<file path="src/rtl/conv_core_pkg.sv">
// Shared types and constants for the conv_core_n convolution engine.
package conv_core_pkg;

    typedef enum logic [2:0] {
        S_IDLE,
        S_SETUP,
        S_MAC,
        S_DRAIN,
        S_WRITE,
        S_DONE
    } state_t;

    typedef enum logic {
        MODE_FULL  = 1'b0,
        MODE_VALID = 1'b1
    } mode_t;

    // Cycles between the last MAC strobe and the write; covers capture and product stages.
    localparam int unsigned DRAIN_LEN = 2;

    function automatic int unsigned conv_len(input mode_t m, input int unsigned nx, input int unsigned ny);
        return (m == MODE_VALID) ? (nx - ny + 1) : (nx + ny - 1);
    endfunction

endpackage

</file>
<file path="src/rtl/conv_mac_pipe.sv">
// MAC datapath: capture -> product -> accumulator, result of acc plus in-flight product; CONV_SAT_EN selects clip vs truncate.
// Latency: strobe to accumulator 3 cycles; res already includes the product still in the product stage.
// Backpressure: stall freezes product/acc; one read returning during a stall is parked in a skid slot.
module conv_mac_pipe
#(
    parameter int DW    = 32,
    parameter int OW    = 32,
    parameter int ACC_W = 69
)
(
    input  logic          clk,
    input  logic          rst_a,
    input  logic          stall,
    input  logic          clr,
    input  logic          issue,
    input  logic [DW-1:0] x_data,
    input  logic [DW-1:0] y_data,
    output logic [OW-1:0] res,
    output logic          clip
);
    localparam int PW = 2 * DW;

    logic             rd_q, rd_d;
    logic             cap_vld_q, cap_vld_d, sk_vld_q, sk_vld_d, prod_vld_q, prod_vld_d;
    logic [DW-1:0]    cap_x_q, cap_x_d, cap_y_q, cap_y_d, sk_x_q, sk_x_d, sk_y_q, sk_y_d;
    logic [PW-1:0]    prod_q, prod_d;
    logic [ACC_W-1:0] acc_q, acc_d, sum;

    assign sum = acc_q + ACC_W'(prod_vld_q ? prod_q : '0);

    always_comb begin
        rd_d       = issue;
        cap_vld_d  = cap_vld_q;
        cap_x_d    = cap_x_q;
        cap_y_d    = cap_y_q;
        sk_vld_d   = sk_vld_q;
        sk_x_d     = sk_x_q;
        sk_y_d     = sk_y_q;
        prod_vld_d = prod_vld_q;
        prod_d     = prod_q;
        acc_d      = acc_q;
        if (!stall) begin
            if (sk_vld_q) begin
                cap_vld_d = 1'b1;
                cap_x_d   = sk_x_q;
                cap_y_d   = sk_y_q;
                sk_vld_d  = 1'b0;
            end else begin
                cap_vld_d = rd_q;
                if (rd_q) begin
                    cap_x_d = x_data;
                    cap_y_d = y_data;
                end
            end
            prod_vld_d = cap_vld_q;
            if (cap_vld_q) prod_d = PW'(cap_x_q) * PW'(cap_y_q);
            acc_d = clr ? '0 : sum;
        end else if (rd_q) begin
            // Memory data is only valid for one cycle; park it until the stage frees up.
            sk_vld_d = 1'b1;
            sk_x_d   = x_data;
            sk_y_d   = y_data;
        end
    end

    always_ff @(posedge clk or negedge rst_a) begin
        if (!rst_a) begin
            rd_q       <= 1'b0;
            cap_vld_q  <= 1'b0;
            cap_x_q    <= '0;
            cap_y_q    <= '0;
            sk_vld_q   <= 1'b0;
            sk_x_q     <= '0;
            sk_y_q     <= '0;
            prod_vld_q <= 1'b0;
            prod_q     <= '0;
            acc_q      <= '0;
        end else begin
            rd_q       <= rd_d;
            cap_vld_q  <= cap_vld_d;
            cap_x_q    <= cap_x_d;
            cap_y_q    <= cap_y_d;
            sk_vld_q   <= sk_vld_d;
            sk_x_q     <= sk_x_d;
            sk_y_q     <= sk_y_d;
            prod_vld_q <= prod_vld_d;
            prod_q     <= prod_d;
            acc_q      <= acc_d;
        end
    end

`ifdef CONV_SAT_EN
    assign clip = |sum[ACC_W-1:OW];
    assign res  = clip ? {OW{1'b1}} : sum[OW-1:0];
`else
    assign clip = 1'b0;
    assign res  = sum[OW-1:0];
`endif

endmodule

</file>
<file path="src/rtl/conv_core_n.sv">
// 1-D full/valid convolution engine over external X/Y/Z memories; CONV_SAT_EN enables result clipping and ovf.
// Latency: sum over outputs of (terms + 4) cycles from accept to done.
// Backpressure: en_s=0 freezes the run and masks all strobes; start is ignored while busy.
module conv_core_n
    import conv_core_pkg::*;
#(
    parameter int DW    = 32,
    parameter int OW    = 32,
    parameter int AW_X  = 5,
    parameter int AW_Y  = 5,
    parameter int AW_Z  = 6,
    parameter int ACC_W = 2 * DW + AW_Y
)
(
    input  logic            clk,
    input  logic            rst_a,
    input  logic            en_s,
    input  logic            start,
    input  logic            mode,
    input  logic [AW_X:0]   size_x,
    input  logic [AW_Y:0]   size_y,
    output logic            x_rd,
    output logic [AW_X-1:0] x_addr,
    input  logic [DW-1:0]   x_data,
    output logic            y_rd,
    output logic [AW_Y-1:0] y_addr,
    input  logic [DW-1:0]   y_data,
    output logic            z_wr,
    output logic [AW_Z-1:0] z_addr,
    output logic [OW-1:0]   z_data,
    output logic            busy,
    output logic            done,
    output logic            err,
    output logic            ovf
);
    localparam int AMX = (AW_X > AW_Y) ? AW_X : AW_Y;
    localparam int AM  = (AMX > AW_Z) ? AMX : AW_Z;
    localparam int IW  = AM + 2;

    state_t          state_q, state_d;
    mode_t           mode_q, mode_d;
    logic [IW-1:0]   nx_q, nx_d, ny_q, ny_d, len_q, len_d, n_q, n_d, k_q, k_d, khi_q, khi_d;
    logic [1:0]      dr_q, dr_d;
    logic            err_q, err_d;
    logic [IW-1:0]   off_w, m_w, klo_w, khi_w;
    logic [31:0]     nx_w, ny_w, len_w;
    logic            bad, accept, clr, issue, clip;
    logic [OW-1:0]   res;

    assign nx_w  = 32'(size_x);
    assign ny_w  = 32'(size_y);
    assign len_w = conv_len(mode_t'(mode), nx_w, ny_w);
    assign bad   = (nx_w == 32'd0) || (ny_w == 32'd0) || (nx_w > (32'd1 << AW_X)) ||
                   (ny_w > (32'd1 << AW_Y)) || (mode && (ny_w > nx_w)) || (len_w > (32'd1 << AW_Z));
    assign accept = (state_q == S_IDLE) && start && en_s && !bad;

    // m = n + O; the k window is clipped to the span where both operands exist.
    assign off_w = (mode_q == MODE_VALID) ? ny_q - IW'(1) : '0;
    assign m_w   = n_q + off_w;
    assign klo_w = (m_w + IW'(1) > nx_q) ? m_w + IW'(1) - nx_q : '0;
    assign khi_w = (m_w < ny_q - IW'(1)) ? m_w : ny_q - IW'(1);

    always_comb begin
        state_d = state_q;
        mode_d  = mode_q;
        nx_d    = nx_q;
        ny_d    = ny_q;
        len_d   = len_q;
        n_d     = n_q;
        k_d     = k_q;
        khi_d   = khi_q;
        dr_d    = dr_q;
        err_d   = 1'b0;
        clr     = 1'b0;
        issue   = en_s && (state_q == S_MAC);
        x_rd    = issue;
        y_rd    = issue;
        x_addr  = issue ? AW_X'(m_w - k_q) : '0;
        y_addr  = issue ? AW_Y'(k_q) : '0;
        z_wr    = en_s && (state_q == S_WRITE);
        z_addr  = (state_q == S_WRITE) ? AW_Z'(n_q) : '0;
        z_data  = (state_q == S_WRITE) ? res : '0;
        busy    = (state_q != S_IDLE) && (state_q != S_DONE);
        done    = (state_q == S_DONE);
        if (en_s) begin
            unique case (state_q)
                S_IDLE: begin
                    if (start && bad) err_d = 1'b1;
                    if (accept) begin
                        state_d = S_SETUP;
                        mode_d  = mode_t'(mode);
                        nx_d    = IW'(nx_w);
                        ny_d    = IW'(ny_w);
                        len_d   = IW'(len_w);
                        n_d     = '0;
                    end
                end
                S_SETUP: begin
                    k_d     = klo_w;
                    khi_d   = khi_w;
                    clr     = 1'b1;
                    state_d = S_MAC;
                end
                S_MAC: begin
                    if (k_q == khi_q) begin
                        dr_d    = '0;
                        state_d = S_DRAIN;
                    end else begin
                        k_d = k_q + IW'(1);
                    end
                end
                S_DRAIN: begin
                    if (dr_q == 2'(DRAIN_LEN - 1)) state_d = S_WRITE;
                    else                          dr_d    = dr_q + 2'd1;
                end
                S_WRITE: begin
                    if (n_q == len_q - IW'(1)) begin
                        state_d = S_DONE;
                    end else begin
                        n_d     = n_q + IW'(1);
                        state_d = S_SETUP;
                    end
                end
                S_DONE:  state_d = S_IDLE;
                default: state_d = S_IDLE;
            endcase
        end
    end

    always_ff @(posedge clk or negedge rst_a) begin
        if (!rst_a) begin
            state_q <= S_IDLE;
            mode_q  <= MODE_FULL;
            nx_q    <= '0;
            ny_q    <= '0;
            len_q   <= '0;
            n_q     <= '0;
            k_q     <= '0;
            khi_q   <= '0;
            dr_q    <= '0;
            err_q   <= 1'b0;
        end else begin
            state_q <= state_d;
            mode_q  <= mode_d;
            nx_q    <= nx_d;
            ny_q    <= ny_d;
            len_q   <= len_d;
            n_q     <= n_d;
            k_q     <= k_d;
            khi_q   <= khi_d;
            dr_q    <= dr_d;
            err_q   <= err_d;
        end
    end

    assign err = err_q;

    conv_mac_pipe #(.DW(DW), .OW(OW), .ACC_W(ACC_W)) u_mac (
        .clk    (clk),
        .rst_a  (rst_a),
        .stall  (!en_s),
        .clr    (clr),
        .issue  (issue),
        .x_data (x_data),
        .y_data (y_data),
        .res    (res),
        .clip   (clip)
    );

`ifdef CONV_SAT_EN
    logic sat_q, sat_d;

    always_comb begin
        sat_d = sat_q;
        if (accept)                                   sat_d = 1'b0;
        else if (en_s && (state_q == S_WRITE) && clip) sat_d = 1'b1;
    end

    always_ff @(posedge clk or negedge rst_a) begin
        if (!rst_a) sat_q <= 1'b0;
        else        sat_q <= sat_d;
    end

    assign ovf = (state_q == S_DONE) && sat_q;
`else
    logic unused_clip;
    assign unused_clip = clip;
    assign ovf         = 1'b0;
`endif

endmodule

</file>
<file path="config.mk">
export PLATFORM = sky130hd
export DESIGN_NAME = conv_core_n
export DESIGN_NICKNAME = d
export VERILOG_FILES = /design/src/rtl/conv_core_pkg.sv /design/src/rtl/conv_mac_pipe.sv /design/src/rtl/conv_core_n.sv
export SDC_FILE = /design/constraint.sdc
export NUM_CORES = 2
export LEC_CHECK = 0
export CAP_MARGIN = 10
export CORE_ASPECT_RATIO = 1.75
export CORE_MARGIN = 2
export CORE_UTILIZATION = 40
export CTS_CLUSTER_SIZE = 25
export DETAILED_ROUTE_END_ITERATION = 10
export PLACE_DENSITY = 0.56
export REMOVE_ABC_BUFFERS = 1
export SETUP_SLACK_MARGIN = 0.15
export SYNTH_ARGS = -nofsm -noshare
export SYNTH_HDL_FRONTEND = slang
export SYNTH_SLANG_ARGS = --single-unit
</file>
<file path="constraint.sdc">
create_clock -name clk -period 8.2 [get_ports clk]
set_input_delay 1.64 -clock clk [delete_from_list [all_inputs] [get_ports clk]]
set_output_delay 1.64 -clock clk [all_outputs]
set_load 0.01 [all_outputs]
</file>
======== After elaboration in Yosys (flattened, before gate mapping) ========
Cells that the tools add are included.
storage, ports and cells
  bits in registers ....................... 316
  input port bits ......................... 81
  output and inout port bits .............. 55
  word-level logic and storage cells ...... 124
operators by class
  add/sub/neg operators ................... 14
  $mul .................................... 1
  order comparisons ....................... 6
  equality and inequality tests ........... 15
  multiplexer cells ....................... 35
  bitwise operators ....................... 1
  reduce and logical (&&, ||, !) cells .... 32
operators by type and width
  kind                                                                    number
  32-bit two-way mux                                                      6
  69-bit adder                                                            1
  69-bit two-way mux                                                      1
  32-bit logical NOT                                                      2
  32-bit by 32-bit multiplier with 64-bit output                          1
  64-bit two-way mux                                                      1
  8-bit two-way mux                                                       6
  32-bit by 7-bit > comparator with 1-bit output (second input constant)  1
  8-bit one-hot mux with 2 select lines                                   2
  8-bit by 1-bit adder with 8-bit output (second input constant)          3
  8-bit equality test                                                     2
  3-bit one-hot mux with 5 select lines                                   1
  6-bit > comparator (second input constant)                              2
  3-bit two-way mux                                                       4
  4-bit AND reduction                                                     3
  5-bit two-way mux                                                       2
  2-bit != test (second input constant)                                   5
  2-bit nonzero test                                                      5
  7-bit by 2-bit adder with 8-bit output (second input constant)          1
  8-bit adder                                                             1
  8-bit by 6-bit > comparator with 1-bit output                           1
  1-bit logical AND                                                       8
  8-bit less-than comparator                                              1
  1-bit two-way mux                                                       8
  25 further kinds                                                        36

======== Logic depth before layout (Yosys ltp) ========
  depth after elaboration ................. 10
  depth in mapped cells ................... 29
  mapped depth without buffers ............ 27

======== Hierarchy ========
Synthesis repeated with hierarchy kept, for this count alone.
second synthesis, totals
  cell total of the unflattened synthesis .. 3283
  area total of the unflattened synthesis .. 30486.7 um^2
modules (own cells, without submodules)
  module         instances  cells an instance  area each (um^2)  seq. area each (um^2)
  conv_mac_pipe  1          2668               25405.6           4904.7
  conv_core_n    1          615                5081.1            1276.2

======== Worst setup path after synthesis ========
OpenSTA, ideal clock, no wires.
  path type ............................... reg-to-reg
  start point ............................. reg u_mac.cap_y_q[13]
  end point ............................... reg u_mac.prod_q[29]
  library setup time ...................... 0.133 ns
  arrival time ............................ 6.804 ns
  setup slack ............................. 1.263 ns
  cell stages (with the launch flop) ...... 27
  path buffers ............................ 2
  clock period less this slack ............ 6.937 ns
  path through ............................ dfrtp_1 > clkbuf_1 > clkbuf_1 > nand2_1 > fa_1 > inv_1 > fa_1 > fa_1 > inv_1 > fa_1 > inv_1 > fa_1 > ha_1 > fa_1 > inv_1 > fa_1 > inv_1 > ha_1 > a21o_1 > a21o_1 > a21oi_1 > o41ai_1 > a221oi_1 > o21ai_0 > a21oi_1 > xor2_1 > o21ai_0
between the ends
  word-level cells in the longest chain between the ends .. 1
ends and longest elaborated chain
  what                                            line                 RTL
  start: declaration                              conv_mac_pipe.sv:25  logic [DW-1:0] cap_x_q, cap_x_d, cap_y_q, cap_y_d, sk_x_q, sk_x_d, sk_y_q, sk_y_d;
  start signal: assignment                        conv_mac_pipe.sv:82  cap_y_q <= cap_y_d;
  32-bit by 32-bit multiplier with 64-bit output  conv_mac_pipe.sv:56  if (cap_vld_q) prod_d = PW'(cap_x_q) * PW'(cap_y_q);
  end signal: assignment                          conv_mac_pipe.sv:87  prod_q <= prod_d;
  end: declaration                                conv_mac_pipe.sv:26  logic [PW-1:0] prod_q, prod_d;
No other way between the ends.
A chain may end at the register's enable or synchronous reset.

======== Final worst setup path ========
  start point ............................. reg u_mac.cap_y_q[7]
  end point ............................... reg u_mac.prod_q[31]
Same word-level chain as after synthesis.

==> metrics.md <==
| Metric | Value |
|---|---|
| RSZ-0062 raised after global routing | no |
| Mapped cell area | 0.0302 sq mm |
| Count of input and output buffers | 134 |
| Num rows | 133 |
| Residual DRC | 0 |
| Core occupancy in the finished layout | 44.8% |
| Mean number of vias per cell | 5.17 |
| Area inside the core boundary | 0.0749 sq mm |
| CP Data Arrival Time | 8020 ps |
| Final HPWL from detailed placement | 70.8 mm |
| Post-synthesis sequential element count | 247 |
| Ys flop type | sky130_fd_sc_hd__dfrtp_1 |
| Distinct cells, synth | 72 |
| CTS tree | built |
| Height of the chip | 367 um |
| Class of the most critical hold timing path | reg2reg |
| Time the worst path needs with I/O delays and setup | 7530 ps |
| Number of synthesized flops with an enable pin | 0 |
| Worst Path Max Fanout | 26 |
| Maximum frequency from static timing analysis | 133 MHz |
| Drt initial violations | 941 |
| Final ANT Viol Nets | 0 |
| Required time reported for the critical path endpoint | 8680 ps |
| Library cell occupying the most area in the post-synthesis netlist | sky130_fd_sc_hd__fa_1 |
| Crit start category | flop |
| Area grow syn2layout | 11.2% |
| Starting utilization of the core area | 40.3% |
| Worst clock skew | 40.2 ps |
| Register area share after synthesis | 20.5% |
| Slack of the critical path | 666 ps |
| CTS clock-pin slew for the worst setup and hold paths | 60 ps |
| Pre-antenna DRT Iters | 5 |
| Commonest cells post-synth | sky130_fd_sc_hd__inv_1 (548), sky130_fd_sc_hd__nand2_1 (418), sky130_fd_sc_hd__fa_1 (414) |
| Vias | 22300 |
| Number of failing setup endpoints in the final timing report | 0 |
| Sum of overflow across all layers after global routing | 0 |
| Wire length of the first global-routing pass | 136 mm |
| Total Die Area | 0.0777 sq mm |
| Total Wirelength | 86.9 mm |
| Final slew viol count | 0 |
| Tightest slew margin relative to the limit | 25.5% |
| Synth Instances | 3287 |
| Source-to-sink clock delay at the later pin of the worst-skew pair | 620 ps |
| Share of Yosys cell area claimed by the top area cell type | 27.5% |
| Worst setup path category | reg2reg |
| Nets | 4042 |
| Max-Cap Viols | 0 |
| Count of cells resized by post-cts repair | 0 |
| TritonCTS buffer count | 28 |
| Die outline width | 212 um |
| Gpl congestion | 0.897 |
| Overall track demand over capacity in global routing | 23.1% |
| Most used standard cell by instance count after synthesis | sky130_fd_sc_hd__inv_1 |
| Total setup buffers inserted after CTS | 0 |
| Worst-margin pin slew | 1120 ps |
| Maximum number of pins on one net before global-route repair | 125 |
| Pre-CTS setup slack | 606 ps |
| Post-route cell area | 0.0336 sq mm |
| Average cell area after synthesis | 9.18 sq um |
| Total clock sinks | 247 |
| Result of the run | complete, no violations |
| CTS H-Tree Depth | 1 |
| IO Pins | 136 |
| Share of the clock period used by the worst path after layout | 91.9% |
| Clock tree buffer depth | 3 |
| Share of cells above drive strength 1 | 6.06% |
| Post-CTS Hold Fix Bufs | 0 |
| Number of antenna violations at the first check in global routing | 1 |
| Final hold violation count | 0 |
| Worst hold slack after final layout | 473 ps |
| Root cell of the clock tree | sky130_fd_sc_hd__clkbuf_16 |
| Critical path capture point type | flop |
| # diodes | 0 |
| Count of synthesis-stage warnings from yosys | 0 |
| Cell Area, Placed | 0.0325 sq mm |
| Fraction of registers with async set or reset after synthesis | 100% |
| Leading cell types by total area after synthesis | sky130_fd_sc_hd__fa_1 (27%), sky130_fd_sc_hd__dfrtp_1 (20%), sky130_fd_sc_hd__ha_1 (8.4%), sky130_fd_sc_hd__and2_1 (6.9%), sky130_fd_sc_hd__inv_1 (6.8%) |
| Average wire per cell in the routed design | 20.1 um |
| Number of global-route vias before repair | 24300 |
==> cells by family (layout without fill, tap and decap cells) <==
| logic type | Yosys count | after routing | synth area share, % |
|---|---|---|---|
| AOI/OAI and AO/OA | 413 | 413 | 8.47 |
| xor gates and xnor gates | 171 | 171 | 5.03 |
| adders and majority gates | 616 | 616 | 35.8 |
| buffers and inverters | 708 | 788 | 8.86 |
| DFF | 247 | 247 | 20.5 |
| muxes | 147 | 147 | 5.18 |
| other | 1 | 1 | 0.0124 |
| and+or+nand+nor | 984 | 984 | 16.1 |
==> layout by cell type, fill, tap and decap left out, types with 74 or more instances in the layout <==
cell / instances
sky130_fd_sc_hd__inv_1: 548
sky130_fd_sc_hd__nand2_1: 417
sky130_fd_sc_hd__fa_1: 414
sky130_fd_sc_hd__and2_1: 331
sky130_fd_sc_hd__dfrtp_1: 246
sky130_fd_sc_hd__ha_1: 202
sky130_fd_sc_hd__o21ai_0: 155
sky130_fd_sc_hd__clkdlybuf4s50_1: 132
sky130_fd_sc_hd__xnor2_1: 107
sky130_fd_sc_hd__nor2_1: 105
sky130_fd_sc_hd__mux2_2: 74
==> path summary, 6_finish.rpt <==
path,from,to,slack (ps),depth (start not counted)
min in group asynchronous,rst_a,nx_q[2],940,1
min reg2reg,u_mac.prod_q[24],u_mac.prod_q[24],470,2
max reg2reg,u_mac.cap_y_q[7],u_mac.prod_q[31],670,24
min,u_mac.prod_q[24],u_mac.prod_q[24],470,2
max,u_mac.cap_y_q[7],u_mac.prod_q[31],670,24
max in group asynchronous,rst_a,u_mac.sk_y_q[15],5980,2
==> layout make-up <==
type                            count  area [sq um]
Clock inverter                     18           267
Timing Repair Buffer              188          1760
Inverter                          548          2060
Fill cell                        7459         41300
Multi-Input combinational cell   2332         21300
Clock buffer                       34           763
Sequential cell                   247          6180
Tap cell                          945          1180
==> metal layers <==
layer  routed length [um]  up-vias  GRT usage [%]  part of all wire [%]
met2                49600      436           45.9                    57
li1                     -    10400              -                     -
met5                    0        -              0                     0
met1                29200    11300           22.9                    34
met3                 2080      216           1.72                   2.4
met4                 5940        0           13.6                   6.8
==> worst max-delay path, cell delays in order, from the launching register on <==
cell                        delay (ps)
sky130_fd_sc_hd__dfrtp_1           960
sky130_fd_sc_hd__and2_1            270
sky130_fd_sc_hd__fa_1              430
sky130_fd_sc_hd__fa_1              500
sky130_fd_sc_hd__fa_1              510
sky130_fd_sc_hd__inv_1              70
sky130_fd_sc_hd__fa_1              530
sky130_fd_sc_hd__inv_1              50
sky130_fd_sc_hd__fa_1              490
sky130_fd_sc_hd__inv_1              50
sky130_fd_sc_hd__fa_1              470
sky130_fd_sc_hd__inv_1              60
sky130_fd_sc_hd__fa_1              530
sky130_fd_sc_hd__inv_1              50
sky130_fd_sc_hd__fa_1              520
sky130_fd_sc_hd__inv_1              40
sky130_fd_sc_hd__ha_1              340
sky130_fd_sc_hd__inv_1              50
sky130_fd_sc_hd__o41ai_1           540
sky130_fd_sc_hd__buf_4             220
sky130_fd_sc_hd__a221oi_1          110
sky130_fd_sc_hd__o2111ai_1         210
sky130_fd_sc_hd__o211ai_1          130
sky130_fd_sc_hd__xnor2_1           160
sky130_fd_sc_hd__o21ai_0            90
==> sequential cells by signal, summed over array words and instances (netlist names) <==
register,cells
u_mac.cap_y_q,32
mode_q,1
u_mac.sk_x_q,32
n_q,8
u_mac.sk_vld_q,1
state_q,3
u_mac.rd_q,1
u_mac.cap_vld_q,1
ny_q,6
khi_q,8
dr_q,2
u_mac.sk_y_q,32
len_q,8
err,1
k_q,8
nx_q,6
u_mac.prod_q,32
u_mac.prod_vld_q,1
u_mac.cap_x_q,32
u_mac.acc_q,32
==> metrics by stage <==
step,std cells,TNS [ps]
after floorplan,3127,-18110
after global placement,4260,0
after detailed placement,4260,0
after CTS,4312,0
after global routing,4312,0
final,4312,0
Power is not shown: default switching activity piles up to over one toggle a cycle in this logic, so the estimate is an artifact.
